[src/rtl/atm_session_ctrl.sv]
// ATM session controller: card/PIN/menu sequencing, lockout and
// inactivity timeout, one datapath transaction in flight at a time.
module atm_session_ctrl #(
  parameter int MAX_PIN_TRIES  = 3,
  parameter int TIMEOUT_CYCLES = 1000,
  parameter int AMT_W          = 16
) (
  input  logic             clk,
  input  logic             reset,
  input  logic             card_in,
  input  logic             pin_valid,
  input  logic             pin_ok,
  input  logic             op_req,
  input  logic [1:0]       op_code,
  input  logic [AMT_W-1:0] amount,
  input  logic [1:0]       language_sel,
  output logic             dp_start,
  output logic [1:0]       dp_op,
  output logic [AMT_W-1:0] dp_amount,
  input  logic             dp_done,
  input  logic             dp_fail,
  input  logic [AMT_W-1:0] dp_balance,
  output logic             ready,
  output logic             error,
  output logic             cash,
  output logic             deposit_complete,
  output logic [AMT_W-1:0] balance,
  output logic             balance_valid,
  output logic [1:0]       language,
  output logic             eject,
  output logic             locked
);

  localparam int TW = $clog2(TIMEOUT_CYCLES + 1);

  typedef enum logic [2:0] {
    S_IDLE,
    S_PIN,
    S_MENU,
    S_WAIT,
    S_EJECT,
    S_LOCK
  } state_e;

  state_e           state_q, state_d;
  logic [2:0]       tries_q, tries_d, tries_inc;
  logic [TW-1:0]    timer_q, timer_d, timer_inc;
  logic             timer_hit;
  logic             gone_q, gone_d;
  logic [1:0]       op_q, op_d;
  logic [AMT_W-1:0] amt_q, amt_d;
  logic             start_q, start_d;
  logic             err_q, err_d;
  logic             cash_q, cash_d;
  logic             dep_q, dep_d;
  logic [AMT_W-1:0] bal_q, bal_d;
  logic             balv_q, balv_d;
  logic [1:0]       lang_q, lang_d;
  logic             ready_q, eject_q, locked_q;

  assign timer_inc = timer_q + TW'(1);
  assign timer_hit = (timer_inc == TW'(TIMEOUT_CYCLES));
  assign tries_inc = (tries_q == 3'd7) ? tries_q : tries_q + 3'd1;

  always_comb begin
    state_d = state_q;
    tries_d = tries_q;
    timer_d = '0;
    gone_d  = gone_q;
    op_d    = op_q;
    amt_d   = amt_q;
    start_d = 1'b0;
    err_d   = 1'b0;
    cash_d  = 1'b0;
    dep_d   = 1'b0;
    bal_d   = bal_q;
    balv_d  = balv_q;
    lang_d  = lang_q;
    unique case (state_q)
      S_IDLE: begin
        if (card_in) begin
          state_d = S_PIN;
          tries_d = '0;
          bal_d   = '0;
          balv_d  = 1'b0;
        end
      end
      S_PIN: begin
        if (!card_in) begin
          state_d = S_IDLE;
        end else if (pin_valid) begin
          if (pin_ok) begin
            state_d = S_MENU;
          end else begin
            tries_d = tries_inc;
            err_d   = 1'b1;
            if (tries_inc >= 3'(MAX_PIN_TRIES))
              state_d = S_LOCK;
          end
        end else if (timer_hit) begin
          state_d = S_EJECT;
          err_d   = 1'b1;
        end else begin
          timer_d = timer_inc;
        end
      end
      S_MENU: begin
        if (!card_in) begin
          state_d = S_IDLE;
        end else if (op_req) begin
          if (op_code == 2'b11) begin
            lang_d = language_sel;
          end else if (op_code == 2'b00 && amount == '0) begin
            err_d = 1'b1;
          end else begin
            op_d    = op_code;
            amt_d   = amount;
            start_d = 1'b1;
            gone_d  = 1'b0;
            state_d = S_WAIT;
          end
        end else if (timer_hit) begin
          state_d = S_EJECT;
          err_d   = 1'b1;
        end else begin
          timer_d = timer_inc;
        end
      end
      S_WAIT: begin
        // Remember any card pull so the result still completes first.
        gone_d = gone_q | ~card_in;
        if (dp_done) begin
          if (dp_fail) begin
            err_d = 1'b1;
          end else begin
            unique case (op_q)
              2'b00:   cash_d = 1'b1;
              2'b01:   dep_d  = 1'b1;
              2'b10: begin
                bal_d  = dp_balance;
                balv_d = 1'b1;
              end
              default: ;
            endcase
          end
          state_d = (gone_q || !card_in) ? S_EJECT : S_MENU;
        end
      end
      S_EJECT: begin
        if (!card_in)
          state_d = S_IDLE;
      end
      S_LOCK:  state_d = S_LOCK;
      default: state_d = S_IDLE;
    endcase
  end

  always_ff @(posedge clk) begin
    if (reset) begin
      state_q  <= S_IDLE;
      tries_q  <= '0;
      timer_q  <= '0;
      gone_q   <= 1'b0;
      op_q     <= '0;
      amt_q    <= '0;
      start_q  <= 1'b0;
      err_q    <= 1'b0;
      cash_q   <= 1'b0;
      dep_q    <= 1'b0;
      bal_q    <= '0;
      balv_q   <= 1'b0;
      lang_q   <= '0;
      ready_q  <= 1'b0;
      eject_q  <= 1'b0;
      locked_q <= 1'b0;
    end else begin
      state_q  <= state_d;
      tries_q  <= tries_d;
      timer_q  <= timer_d;
      gone_q   <= gone_d;
      op_q     <= op_d;
      amt_q    <= amt_d;
      start_q  <= start_d;
      err_q    <= err_d;
      cash_q   <= cash_d;
      dep_q    <= dep_d;
      bal_q    <= bal_d;
      balv_q   <= balv_d;
      lang_q   <= lang_d;
      ready_q  <= (state_d == S_IDLE) || (state_d == S_MENU);
      eject_q  <= (state_d == S_EJECT);
      locked_q <= (state_d == S_LOCK);
    end
  end

  assign dp_start         = start_q;
  assign dp_op            = op_q;
  assign dp_amount        = amt_q;
  assign ready            = ready_q;
  assign error            = err_q;
  assign cash             = cash_q;
  assign deposit_complete = dep_q;
  assign balance          = bal_q;
  assign balance_valid    = balv_q;
  assign language         = lang_q;
  assign eject            = eject_q;
  assign locked           = locked_q;

endmodule

[config.mk]
export PLATFORM = sky130hd
export DESIGN_NAME = atm_session_ctrl
export DESIGN_NICKNAME = d
export VERILOG_FILES = /design/src/rtl/atm_session_ctrl.sv
export SDC_FILE = /design/constraint.sdc
export NUM_CORES = 1
export LEC_CHECK = 0
export CORE_MARGIN = 3
export CORE_UTILIZATION = 49
export DETAILED_ROUTE_END_ITERATION = 7
export PLACE_DENSITY = 0.84
export REMOVE_ABC_BUFFERS = 1
export SLEW_MARGIN = 20
export SYNTH_ARGS = -nofsm -noshare
export SYNTH_HDL_FRONTEND = slang
export SYNTH_SLANG_ARGS = --single-unit
export TNS_END_PERCENT = 30
[constraint.sdc]
create_clock -name clk -period 4.4 [get_ports clk]
set_input_delay 0.44 -clock clk [delete_from_list [all_inputs] [get_ports clk]]
set_output_delay 0.44 -clock clk [all_outputs]
set_load 0.005 [all_outputs]
# Word level (Yosys, flattened, before mapping)

Index checks and enable logic that the tools add are counted.

Equal/unequal tests: 24
Reductions and logical operators: 19
Bitwise operators: 8
Magnitude comparators: 1
Add/sub/neg operators: 2
Multiplexer cells: 55

Operators by type and width:

| cell                    | number |
|---|---|
| $mux W16                | 4 |
| $mux W3                 | 18 |
| $mux W10                | 5 |
| $pmux W16 S2            | 1 |
| $ne A2 B2 Y1 const B    | 11 |
| $mux W1                 | 21 |
| $pmux W10 S2            | 1 |
| $reduce_and A5 Y1       | 4 |
| $pmux W3 S6             | 1 |
| $logic_not A16 Y1       | 1 |
| $eq A3 B3 Y1 const B    | 5 |
| $add A10 B1 Y10 const B | 1 |
| $eq A10 B10 Y1 const B  | 1 |
| $eq A3 B2 Y1 const B    | 3 |
| $not A1 Y1              | 7 |
| $logic_not A3 Y1        | 2 |
| $pmux W3 S2             | 1 |
| $reduce_bool A2 Y1      | 3 |
| $reduce_or A5 Y1        | 1 |
| $eq A2 B2 Y1 const B    | 2 |
| $logic_not A2 Y1        | 2 |
| $pmux W1 S2             | 2 |
| $reduce_and A4 Y1       | 1 |
| $reduce_or A4 Y1        | 1 |
| other kinds (9)         | 10 |

Output and inout bits: 44
Bits in registers: 61
Word-level logic and storage cells: 125
Input bits: 44

# Depth between registers and ports, before layout

Gate-level depths: netlist of run 1.

Word-level depth: 10
Mapped depth: 7
Depth with buffers taken out: 6

# Worst setup path after synthesis of run 1

OpenSTA, ideal clock, no wires.

Kind: input -> register
Start: input port amount[3]
End: register amt_q[0] (netlist: dp_amount[0])
Path slack: 2.577 ns
Library setup time: 0.128 ns
Cell stages on the path: 6
Arrival: 1.695 ns
Data required time: 4.272 ns
Path buffers: 2
Cells stage by stage: or4_4 > o2111a_1 > buf_6 > buf_8 > mux2i_1 > nor2_1

Cells in the longest elaborated chain, start to end: 4

RTL lines:

| item                        | RTL line | text |
|---|---|---|
| start, declared             | 15       | `input logic [AMT_W-1:0] amount,` |
| $logic_not A16 Y1           | 113      | `end else if (op_code == 2'b00 && amount == '0) begin` |
| $logic_and A1 B1 Y1         | 113      |  |
| $not A1 Y1 (no line)        | n/a      |  |
| $reduce_and A5 Y1 (no line) | n/a      |  |
| end signal, assigned        | 182      | `amt_q <= amt_d;` |
| end, declared               | 51       | `logic [AMT_W-1:0] amt_q, amt_d;` |

Every way passes these cells.
A chain may end at the register's enable or synchronous reset.

# Worst setup path in the final report of run 1

Start: input port card_in
End: register amt_q[14] (netlist: dp_amount[14])

Cells in the longest elaborated chain, start to end: 1

RTL lines:

| item                        | RTL line | text |
|---|---|---|
| start, declared             | 10       | `input logic card_in,` |
| $reduce_and A5 Y1 (no line) | n/a      |  |

Every way passes these cells.

==> summary.md, run 1 <==
| Metric | Value |
|---|---|
| Drt first pass iters | `4` |
| Critical path class | `input port to flip-flop` |
| Synth-to-Final Area Change | `39.1%` |
| Reg2reg start | `state_q[2]$_SDFF_PP0_` |
| Post-CTS Setup Bufs | `0` |
| WP data arrival | `2.85 ns` |
| M1 WL | `2.86 mm` |
| Met3 WL post-DR | `476 um` |
| Total track usage | `0.216` |
| Detailed placement HPWL | `4.74 mm` |
| WP data required | `4.60 ns` |
| Synth area leader | `dfxtp_1` |
| Routability-driven placement congestion ratio | `0.792` |
| Setup ws final | `1.75 ns` |
| WL/cell | `14.6 um` |
| Synth Cell Area | `2730 um2` |
| Top Ports | `88` |
| DR iter-0 viols | `129` |
| Largest net degree at the start of global routing | `47` |
| Primary FF master, synth | `dfxtp_1` |
| Final cell count without fillers | `456` |
| Tcrit/Tclk final | `0.602` |
| TNS Setup | `0 ns` |
| Core Region | `5240 um2` |
| Syn. warnings | `0` |
| Max-Slew Margin vs Limit | `0.292` |
| Global route total overflow | `0` |
| Clock tree sinks | `61` |
| Tmin final | `2.65 ns` |
| Library cells used by synthesis | `59` |
| Clk slew on worst S/H paths | `0.06 ns` |
| Final setup vio count | `0` |
| Cells resized by post-CTS repair | `0` |
| Worst Hold Launch | `balance[9]$_SDFFE_PP0P_` |
| Die Height | `80.6 um` |
| Sequential cell area | `1220 um2` |
| Worst hold path endpoint | `balance[9]$_SDFFE_PP0P_` |
| Dpl cells | `442` |
| Maximum fanout along the worst path | `19` |
| CP max stage cell | `o2111a_1` |
| Area of the multi-input gates | `1420 um2` |
| Initial core utilization | `0.521` |
| Number of flops mapped to enable cells by yosys | `0` |
| Num rows | `26` |
| Total power | `0.00108 W` |
| Clock skew | `0.00500 ns` |
| First-pass GRT wire length | `10.9 mm` |
| Antenna-violating nets left | `0` |
| Num CTS Buffers | `9` |
| Crit Reg-Reg Endpoint | `dp_amount[14]$_SDFFE_PP0P_` |
| Port-buffer cells | `87` |
| Fill cells | `413` |
| Async S/R FF share, synth | `0` |
| Detailed Route WL | `6.64 mm` |
| Status | `finished, final reports clean` |
| Via-to-Cell Ratio | `5.38` |
| Dpl ws | `1.45 ns` |
| RSZ-0062 raised after global routing | `no` |
| FF-to-FF setup slack | `1.91 ns` |
| Cells after Synth | `298` |
| Skew-Pair Late Insertion Delay | `0.33 ns` |
| Worst-Margin Slew | `1.06 ns` |
| Vias | `2454` |
| TritonCTS clock tree | `done` |
| Sequential cell area fraction in the yosys report | `0.447` |
| Min-delay worst type | `flip-flop to flip-flop` |
| FF+latch count, synth | `61` |
| Initial antenna violation count | `0` |
| Finished Cell Area | `3800 um2` |
| Vias in the first global route | `2418` |
| Top cells by area, synth | `dfxtp_1 45%, mux2i_1 8.1%, nor2_1 6.6%` |
| Critical Path Source Type | `input port` |
| Synth top area share | `0.447` |
| Reg2reg path depth | `5` |
| Critical Path Sink Type | `flip-flop` |
| Power density over the cells | `284 nW/um2` |
| Lkg Pwr | `1.33 nW` |
| Highest routed layer | `met4` |
| DRC errors left | `0` |
| N_diodes | `0` |
| Slew Viols, Final | `0` |
| Layout cells sized above 1 | `0.0751` |
| Hold Crit Depth | `2` |
| Die ar. | `6500 um2` |
| Final nets | `429` |
| CTS Root Cell | `clkbuf_8` |
| Final hold vios | `0` |
| Cell Area, Placed | `3630 um2` |
| F_max | `378 MHz` |
| Avg Synthesized Cell Area | `9.16 um2` |
| Deepest clock path buffer count | `2` |
| # hold bufs at CTS | `0` |
| H-tree levels | `3` |
| CP cell instances | `clkdlybuf4s50_1 > and2b_1 > and3b_1 > o2111a_1 > mux2i_1 > nor2_1` |
| CP max stage delay | `0.92 ns` |
| WL met2 | `3.10 mm` |
| Number of max-cap violations | `0` |
| Worst vdd ir | `0.186 mV` |
| Die width | `80.6 um` |
-- cell usage after synthesis (all sizes together), types with 2 or more instances --
| cell | number |
|---|---|
| nand2 | 12 |
| dfxtp | 61 |
| nor4b | 2 |
| and4 | 2 |
| nor2 | 48 |
| xnor2 | 4 |
| mux2i | 22 |
| a21oi | 25 |
| buf | 9 |
| a211oi | 3 |
| and3b | 2 |
| nor4 | 5 |
| nand3 | 20 |
| nor3 | 5 |
| xor2 | 4 |
| a21boi | 2 |
| nand2b | 20 |
| and3 | 3 |
| ha | 2 |
| nor3b | 2 |
| o21ai | 4 |
| clkbuf | 6 |
| inv | 6 |
| nand4 | 5 |
-- through the flow --
step	hold WS, ns	util
6_report	0.471	0.725
3_3_place_gp	0.454	0.692
5_1_grt	0.490	0.725
3_5_place_dp	0.462	0.692
2_1_floorplan	0.447	-
4_1_cts	0.473	0.724
-- how the worst max path moves through the flow --
stage	from	end	slack [ns]	cells after the start
after global routing	card_in	dp_amount[14]$_SDFFE_PP0P_	1.63	6
after global placement	card_in	dp_amount[11]$_SDFFE_PP0P_	1.53	6
after CTS	card_in	dp_amount[14]$_SDFFE_PP0P_	1.78	6
after detailed placement	card_in	dp_amount[1]$_SDFFE_PP0P_	1.45	6
after floorplan	dp_done	balance_valid$_SDFFE_PP0P_	2.14	5
final	card_in	dp_amount[14]$_SDFFE_PP0P_	1.75	6
-- layer usage --
layer  vias up  track usage
li1       1229            -
met1      1132        0.252
met2        74        0.349
met3        19       0.0729
met4         0        0.110
met5         -            0
-- cell families after synthesis --
family / Yosys count / share of synthesized area
AO/OA/AOI/OAI: 52 / 0.138
XOR/XNOR: 8 / 0.0257
adder cells (fa/ha/maj): 2 / 0.00916
buffers and inverters: 21 / 0.0380
flip-flops: 61 / 0.447
multiplexers: 22 / 0.0807
AND/OR/NAND/NOR: 132 / 0.261
-- where the power goes --
| group | total, W | internal (W) | switching, W |
|---|---|---|---|
| clock network | 0.000421 | 0.000227 | 0.000194 |
| logic | 0.0000953 | 0.0000553 | 0.0000400 |
| registers | 0.000562 | 0.000556 | 0.00000557 |
-- layout by cell type, fill, tap and decap left out, types with 3 or more instances in the layout --
| master | synthesis | final |
|---|---|---|
| nand3_1 | 20 | 20 |
| mux2i_1 | 22 | 22 |
| dfxtp_1 | 61 | 61 |
| nand4_1 | 5 | 5 |
| xnor2_1 | 4 | 4 |
| inv_1 | 6 | 6 |
| clkdlybuf4s50_1 | 0 | 87 |
| nor2_1 | 48 | 48 |
| nor3_1 | 3 | 3 |
| and3_1 | 3 | 3 |
| nand2b_1 | 20 | 20 |
| clkbuf_8 | 0 | 11 |
| a21oi_1 | 24 | 23 |
| xor2_1 | 4 | 4 |
| nand2_1 | 11 | 11 |
| nor4_1 | 4 | 4 |
-- registers in the layout, summed over array words and instances, names as in the netlist --
name,flops
timer_q,10
balance_valid,1
dp_amount,16
dp_op,2
cash,1
dp_start,1
eject,1
tries_q,3
ready,1
locked,1
deposit_complete,1
state_q,3
language,2
balance,16
gone_q,1
error,1
-- worst max-delay path: cells and delay by family --
| family | cells | cell delay (ns) |
|---|---|---|
| AOI/OAI and AO/OA | 1 | 0.92 |
| muxes | 1 | 0.31 |
| and+or+nand+nor | 3 | 0.57 |
| buffers and inverters | 1 | 0.61 |
-- cell type report --
type / count / area share
clock buffers: 12 / 0.0408
repair buffers: 89 / 0.233
well taps: 70 / 0.0231
clock inverters: 2 / 0.00264
flip-flops and latches: 61 / 0.321
multi-input cells: 216 / 0.373
inverters: 6 / 0.00593
(Power assumes the default switching activity.)
==> run 2, diff against run 1 <==
--- a/config.mk
+++ b/config.mk
@@ -6,9 +6,9 @@
 export NUM_CORES = 1
 export LEC_CHECK = 0
 export CORE_MARGIN = 3
-export CORE_UTILIZATION = 49
+export CORE_UTILIZATION = 46
 export DETAILED_ROUTE_END_ITERATION = 7
-export PLACE_DENSITY = 0.84
+export PLACE_DENSITY = 0.8
 export REMOVE_ABC_BUFFERS = 1
 export SLEW_MARGIN = 20
 export SYNTH_ARGS = -nofsm -noshare
==> constraint.sdc (replaced) <==
create_clock -name clk -period 2.75 [get_ports clk]
set_input_delay 0.275 -clock clk [delete_from_list [all_inputs] [get_ports clk]]
set_output_delay 0.275 -clock clk [all_outputs]
set_load 0.005 [all_outputs]
==> run 2 against run 1 <==
Effect of this change: register-to-register slack got worse by 1.2 ns; routed wire length decreased by 0.68%; utilization decreased by 4.3 points; cell count increased by 1.5%; flip-flop and latch count unchanged; cell area increased by 1.3%; global-route usage decreased by 1.7 points; total power increased by 68%; non-clock buffer count increased by 3; die area increased by 6.0%; largest cell class unchanged.
==> summary.md, run 2 (synthesis results as in run 1) <==
| Metric | Value |
|---|---|
| Status | `finished, final reports clean` |
| P_sw | `0.000412 W (+72%)` |
| Detailed placement HPWL | `4.79 mm (+1.1%)` |
| # hold bufs at CTS | `0 (unchanged)` |
| Skew-Pair Late Insertion Delay | `0.34 ns (about the same)` |
| Global route total overflow | `0 (unchanged)` |
| Seq pwr share | `0.495 (-0.026)` |
| Initial antenna violation count | `0 (unchanged)` |
| WP data required | `3.03 ns (-1.57 ns)` |
| Max-Slew Margin vs Limit | `0.603 (+0.311)` |
| Largest net degree at the start of global routing | `34 (-28%)` |
| Reg2reg path depth | `6 (+1)` |
| Detailed Route WL | `6.60 mm (-0.68%)` |
| Antenna-violating nets left | `0 (unchanged)` |
| Post-CTS Setup Bufs | `0 (unchanged)` |
| Die ar. | `6900 um2 (+6.0%)` |
| Synth-to-Final Area Change | `40.9%` |
| Tmin final | `2.07 ns` |
| Final hold vios | `0 (unchanged)` |
| DR iter-0 viols | `153 (+19%)` |
| Top delay family on crit path | `compound AO/OA/AOI/OAI gates` |
| Die Height | `83.0 um (+3.0%)` |
| Clock tree sinks | `61 (unchanged)` |
| Initial core utilization | `0.484 (-0.0373)` |
| Clock skew | `0.00776 ns (+0.00276 ns)` |
| Final setup vio count | `0 (unchanged)` |
| Clock power share | `0.418 (+0.027)` |
| Worst-Margin Slew | `0.595 ns (-0.467 ns)` |
| CP max stage cell | `a211oi_2` |
| First-pass GRT wire length | `11.2 mm (+2.3%)` |
| Routability-driven placement congestion ratio | `0.846 (+6.8%)` |
| WHS | `0.467 ns (-0.00414 ns)` |
| WL/cell | `14.2 um (-2.2%)` |
| P_int | `0.00140 W (+67%)` |
| Num CTS Buffers | `9 (unchanged)` |
| Slew Viols, Final | `0 (unchanged)` |
| Worst vdd ir | `0.267 mV (+43%)` |
| Cells resized by post-CTS repair | `0 (unchanged)` |
| Most common cell after layout, fill and taps aside | `clkdlybuf4s50_1` |
| Min-delay worst type | `flip-flop to flip-flop` |
| F_max | `483 MHz` |
| Clk slew on worst S/H paths | `0.06 ns (about the same)` |
| Final nets | `432 (+0.70%)` |
| Dpl ws | `0.469 ns (-0.983 ns)` |
| Num rows | `27 (+3.8%)` |
| Top Ports | `88 (unchanged)` |
| Port-buffer cells | `87 (unchanged)` |
| Critical path class | `flip-flop to flip-flop` |
| Hold Crit Depth | `2 (unchanged)` |
| Number of cells on the critical path | `6 (unchanged)` |
| Sw frac | `0.227 (+0.00451)` |
| Via-to-Cell Ratio | `5.32 (-1.2%)` |
| Most frequent cells in the layout | `87 x clkdlybuf4s50_1, 61 x dfxtp_1, 48 x nor2_1` |
| Critical Path Sink Type | `flip-flop` |
| Cell Area, Placed | `3650 um2 (+0.69%)` |
| WP data arrival | `2.35 ns (-0.50 ns)` |
| CP bufs+invs | `0 (-1)` |
| Number of max-cap violations | `0 (unchanged)` |
| CP max stage delay | `0.54 ns (-0.38 ns)` |
| Combinational Power Share | `0.086 (-0.002)` |
| CP cell instances | `ha_1 > and4_4 > a211oi_1 > a211oi_2 > o21bai_4 > o21ba_1` |
| Finished Cell Area | `3850 um2 (+1.3%)` |
| Maximum fanout along the worst path | `10 (-9)` |
| Vias in the first global route | `2392 (-1.1%)` |
| Power density over the cells | `471 nW/um2 (+66%)` |
| Vias | `2462 (+0.33%)` |
| TritonCTS clock tree | `done` |
| Deepest clock path buffer count | `2 (unchanged)` |
| Tcrit/Tclk final | `0.752` |
| N_diodes | `0 (unchanged)` |
| Total track usage | `0.199 (-0.0166)` |
| Lkg Pwr | `1.36 nW (+2.0%)` |
| TNS Setup | `0 ns (unchanged)` |
| RSZ-0062 raised after global routing | `no` |
| Core Region | `5640 um2 (+7.7%)` |
| Die width | `83.0 um (+3.0%)` |
| CTS Root Cell | `clkbuf_8` |
| Critical Path Source Type | `flip-flop` |
| Drt first pass iters | `4 (unchanged)` |
| DRC errors left | `0 (unchanged)` |
| Setup ws final | `0.681 ns (-1.07 ns)` |
| Layout cells sized above 1 | `0.0895 (+0.0144)` |
| H-tree levels | `3 (unchanged)` |
-- run 2: cell types whose count changed in the layout (fill, tap and decap cells not counted), sizes merged --
cell      delta
buf          +3
clkinvlp     +1
clkbuf       +1
-- run 2: final timing paths --
kind	start	end	slack [ns]
max	timer_q[0]$_SDFF_PP0_	timer_q[7]$_SDFF_PP0_	0.68
min	balance[2]$_SDFFE_PP0P_	balance[2]$_SDFFE_PP0P_	0.47
max reg2reg	timer_q[0]$_SDFF_PP0_	timer_q[7]$_SDFF_PP0_	0.68
min reg2reg	balance[2]$_SDFFE_PP0P_	balance[2]$_SDFFE_PP0P_	0.47
-- run 2: metal layers --
layer	routed length (um)	track usage
met3	450	0.0665
met2	2860	0.301
met1	3130	0.251
met4	155	0.104
met5	0	0
-- run 2: cell type report --
type / instances / area, um2
Tap cell: 72 / 90.1
Fill cell: 449 / 1790
Sequential cell: 61 / 1220
Clock buffer: 13 / 179
Timing Repair Buffer: 92 / 908
Clock inverter: 3 / 17.5
Inverter: 6 / 22.5
Multi-Input combinational cell: 216 / 1410
-- run 2: worst register-to-register path, delay by kind of cell, from the launching register on --
family                     cells  cell delay [ns]
AOI/OAI and AO/OA              4             1.07
and+or+nand+nor                1             0.27
DFF                            1             0.40
adders and majority gates      1             0.28
-- run 2: per-stage QoR --
stage	power, W	cells	util
2_1_floorplan	0.000970	283	-
3_3_place_gp	0.00107	447	0.647
3_5_place_dp	0.00107	447	0.647
4_1_cts	0.00183	463	0.682
5_1_grt	0.00188	463	0.682
6_report	0.00181	463	0.682
-- run 2: power by group through the flow --
stage               combinational (W)  clock, W  sequential, W
floorplan                   0.0000533         0       0.000917
global placement             0.000154         0       0.000918
finish                       0.000156  0.000759       0.000899
CTS                          0.000156  0.000777       0.000899
global route                 0.000169  0.000816       0.000899
detailed placement           0.000154         0       0.000919
==> RTL change: new RTL, settings of run 1 <==
The 6 states of `state_e` get a one-hot encoding in 6 bits.
--- a/src/rtl/atm_session_ctrl.sv
+++ b/src/rtl/atm_session_ctrl.sv
@@ -34,11 +34,11 @@
   localparam int TW = $clog2(TIMEOUT_CYCLES + 1);
 
-  typedef enum logic [2:0] {
-    S_IDLE,
-    S_PIN,
-    S_MENU,
-    S_WAIT,
-    S_EJECT,
-    S_LOCK
+  typedef enum logic [5:0] {
+    S_IDLE  = 6'b000001,
+    S_PIN   = 6'b000010,
+    S_MENU  = 6'b000100,
+    S_WAIT  = 6'b001000,
+    S_EJECT = 6'b010000,
+    S_LOCK  = 6'b100000
   } state_e;
 
Formal check against the unedited RTL: same outputs for any inputs over 4 cycles, from zero or initial values and one cycle with reset high; so few cycles prove little.
==> RTL change against run 1 <==
- power is 22% higher
- area after synthesis is 10% higher
- final area is 8.6% higher
- wire length is 5.9% higher
- count of clock-buffer cells in the layout is 1 lower
- maximum frequency is 6.3% higher
- sequential cell count is 3 higher
- worst setup slack better by 0.16 ns
- sequential power is 4.3% higher
- hold slack worse by 0.0024 ns
==> RTL change: results (changes against run 1) <==
[yosys]
synth_compound_area_share_pct=14.4  ; was 13.8%
ys_seq_area_share_pct=42.6  ; was 44.7%
syn_inst=310  ; was 298
yosys-top-cells-area=dfxtp_1 43%, mux2i_1 7.3%, nor2_1 4.1%, nand3_2 3.3%, a21oi_2 3.2%  ; was dfxtp_1 45%, mux2i_1 8.1%, nor2_1 6.6%, nand2b_1 4.6%, a21oi_1 4.4%
synth_mux_area_share_pct=7.32  ; was 8.07%
synth_xor_xnor_area_share_pct=2.91  ; was 2.57%
synth_fa_ha_area_share_pct=0.832  ; was 0.917%
synth_cell_type_count=66  ; was 59

[grt]
grt_max_degree=38  ; was 47
grt_pass1_wl_um=11900  ; was 10900 um
grt_pass1_vias=2511  ; was 2418

[setup_path]
cpPeakStageDelay_ns=0.61  ; was 0.92 ns
worstPathMaxFanout=20  ; was 19
crit_arrival_ns=2.71  ; was 2.85 ns

[drt]
wirelength_um=7030  ; was 6640 um
drt_iter0_drc=110  ; was 129
via_per_inst=5.43  ; was 5.38

[cells_and_area]
multi_input_area_um2=1590  ; was 1420 um2
fillers=426  ; was 413
finalNetCount=440  ; was 429

[placement]
place_area_um2=3870  ; was 3630 um2
gp_congestion=0.864  ; was 0.792
place_hpwl_um=5000  ; was 4740 um

[timing]
slew_headroom_pct=40.8  ; was 29.2%

[pwr]
p_leak_nw=1.51  ; was 1.33 nW
peakVddDrop_v=0.000298  ; was 0.000186 V

[run_status]
outcome=finished clean  ; unchanged

-- RTL change: cell types whose count changed in the layout (fill, tap and decap cells not counted), sizes merged, moves of 3 or more --
cell	change
nand2	+13
nand3b	+3
nor2	-5
dfxtp	+3
nand2b	-19
bufinv	+3
nand3	+4
-- RTL change: worst max-delay path, delay by kind of cell --
| kind | cells | cell delay [ns] |
|---|---|---|
| and+or+nand+nor | 3 | 0.89 |
| AOI/OAI and AO/OA | 1 | 0.61 |
| buffers and inverters | 1 | 0.47 |
| muxes | 1 | 0.29 |
-- RTL change: path summary, 6_finish.rpt --
| check | slack [ns] | end | cells past startpoint | startpoint |
|---|---|---|---|---|
| hold / removal | 0.47 | balance[13]$_SDFFE_PP0P_ | 2 | balance[13]$_SDFFE_PP0P_ |
| setup reg to reg | 2.23 | balance_valid$_SDFFE_PP0P_ | 5 | state_q[3]$_SDFF_PP0_ |
| hold reg to reg | 0.47 | balance[13]$_SDFFE_PP0P_ | 2 | balance[13]$_SDFFE_PP0P_ |
| setup / recovery | 1.91 | dp_amount[1]$_SDFFE_PP0P_ | 6 | op_code[1] |
-- RTL change: power groups by stage --
stage | combinational [mW] | sequential (mW) | clock, mW
floorplan | 0.0302 | 0.598 | 0
global placement | 0.0915 | 0.599 | 0
detailed placement | 0.0922 | 0.599 | 0
CTS | 0.0934 | 0.586 | 0.640
global route | 0.0996 | 0.586 | 0.661
finish | 0.0930 | 0.586 | 0.632
-- RTL change: stage by stage --
| stage | worst slack, ns | power, mW |
|---|---|---|
| after floorplan | 2.07 | 0.629 |
| after global placement | 1.39 | 0.690 |
| after detailed placement | 1.27 | 0.691 |
| after CTS | 1.54 | 1.32 |
| after global routing | 1.78 | 1.35 |
| final | 1.91 | 1.31 |
-- RTL change: kinds of logic after synthesis --
group	after synthesis
AOI/OAI and AO/OA	55
xor gates and xnor gates	10
adders and majority gates	2
buffers and inverters	22
DFF	64
muxes	22
and+or+nand+nor	135
-- RTL change: area by class of cell --
class	instances	area share, %
clock buffer	11	3.67
clock inverter	5	2.49
inverter	5	0.455
multi-input combinational	224	38.6
sequential	64	31.1
tap	72	2.18
timing repair buffer	90	21.5
-- RTL change: metal layers --
| metal | part of all wire (%) | vias up | global-route usage [%] |
|---|---|---|---|
| met5 | 0 | - | 0 |
| met4 | 2.4 | 0 | 8.49 |
| met3 | 5.7 | 14 | 5.40 |
| met1 | 43 | 1200 | 25.0 |
| met2 | 48 | 67 | 34.0 |
| li1 | - | 1277 | - |
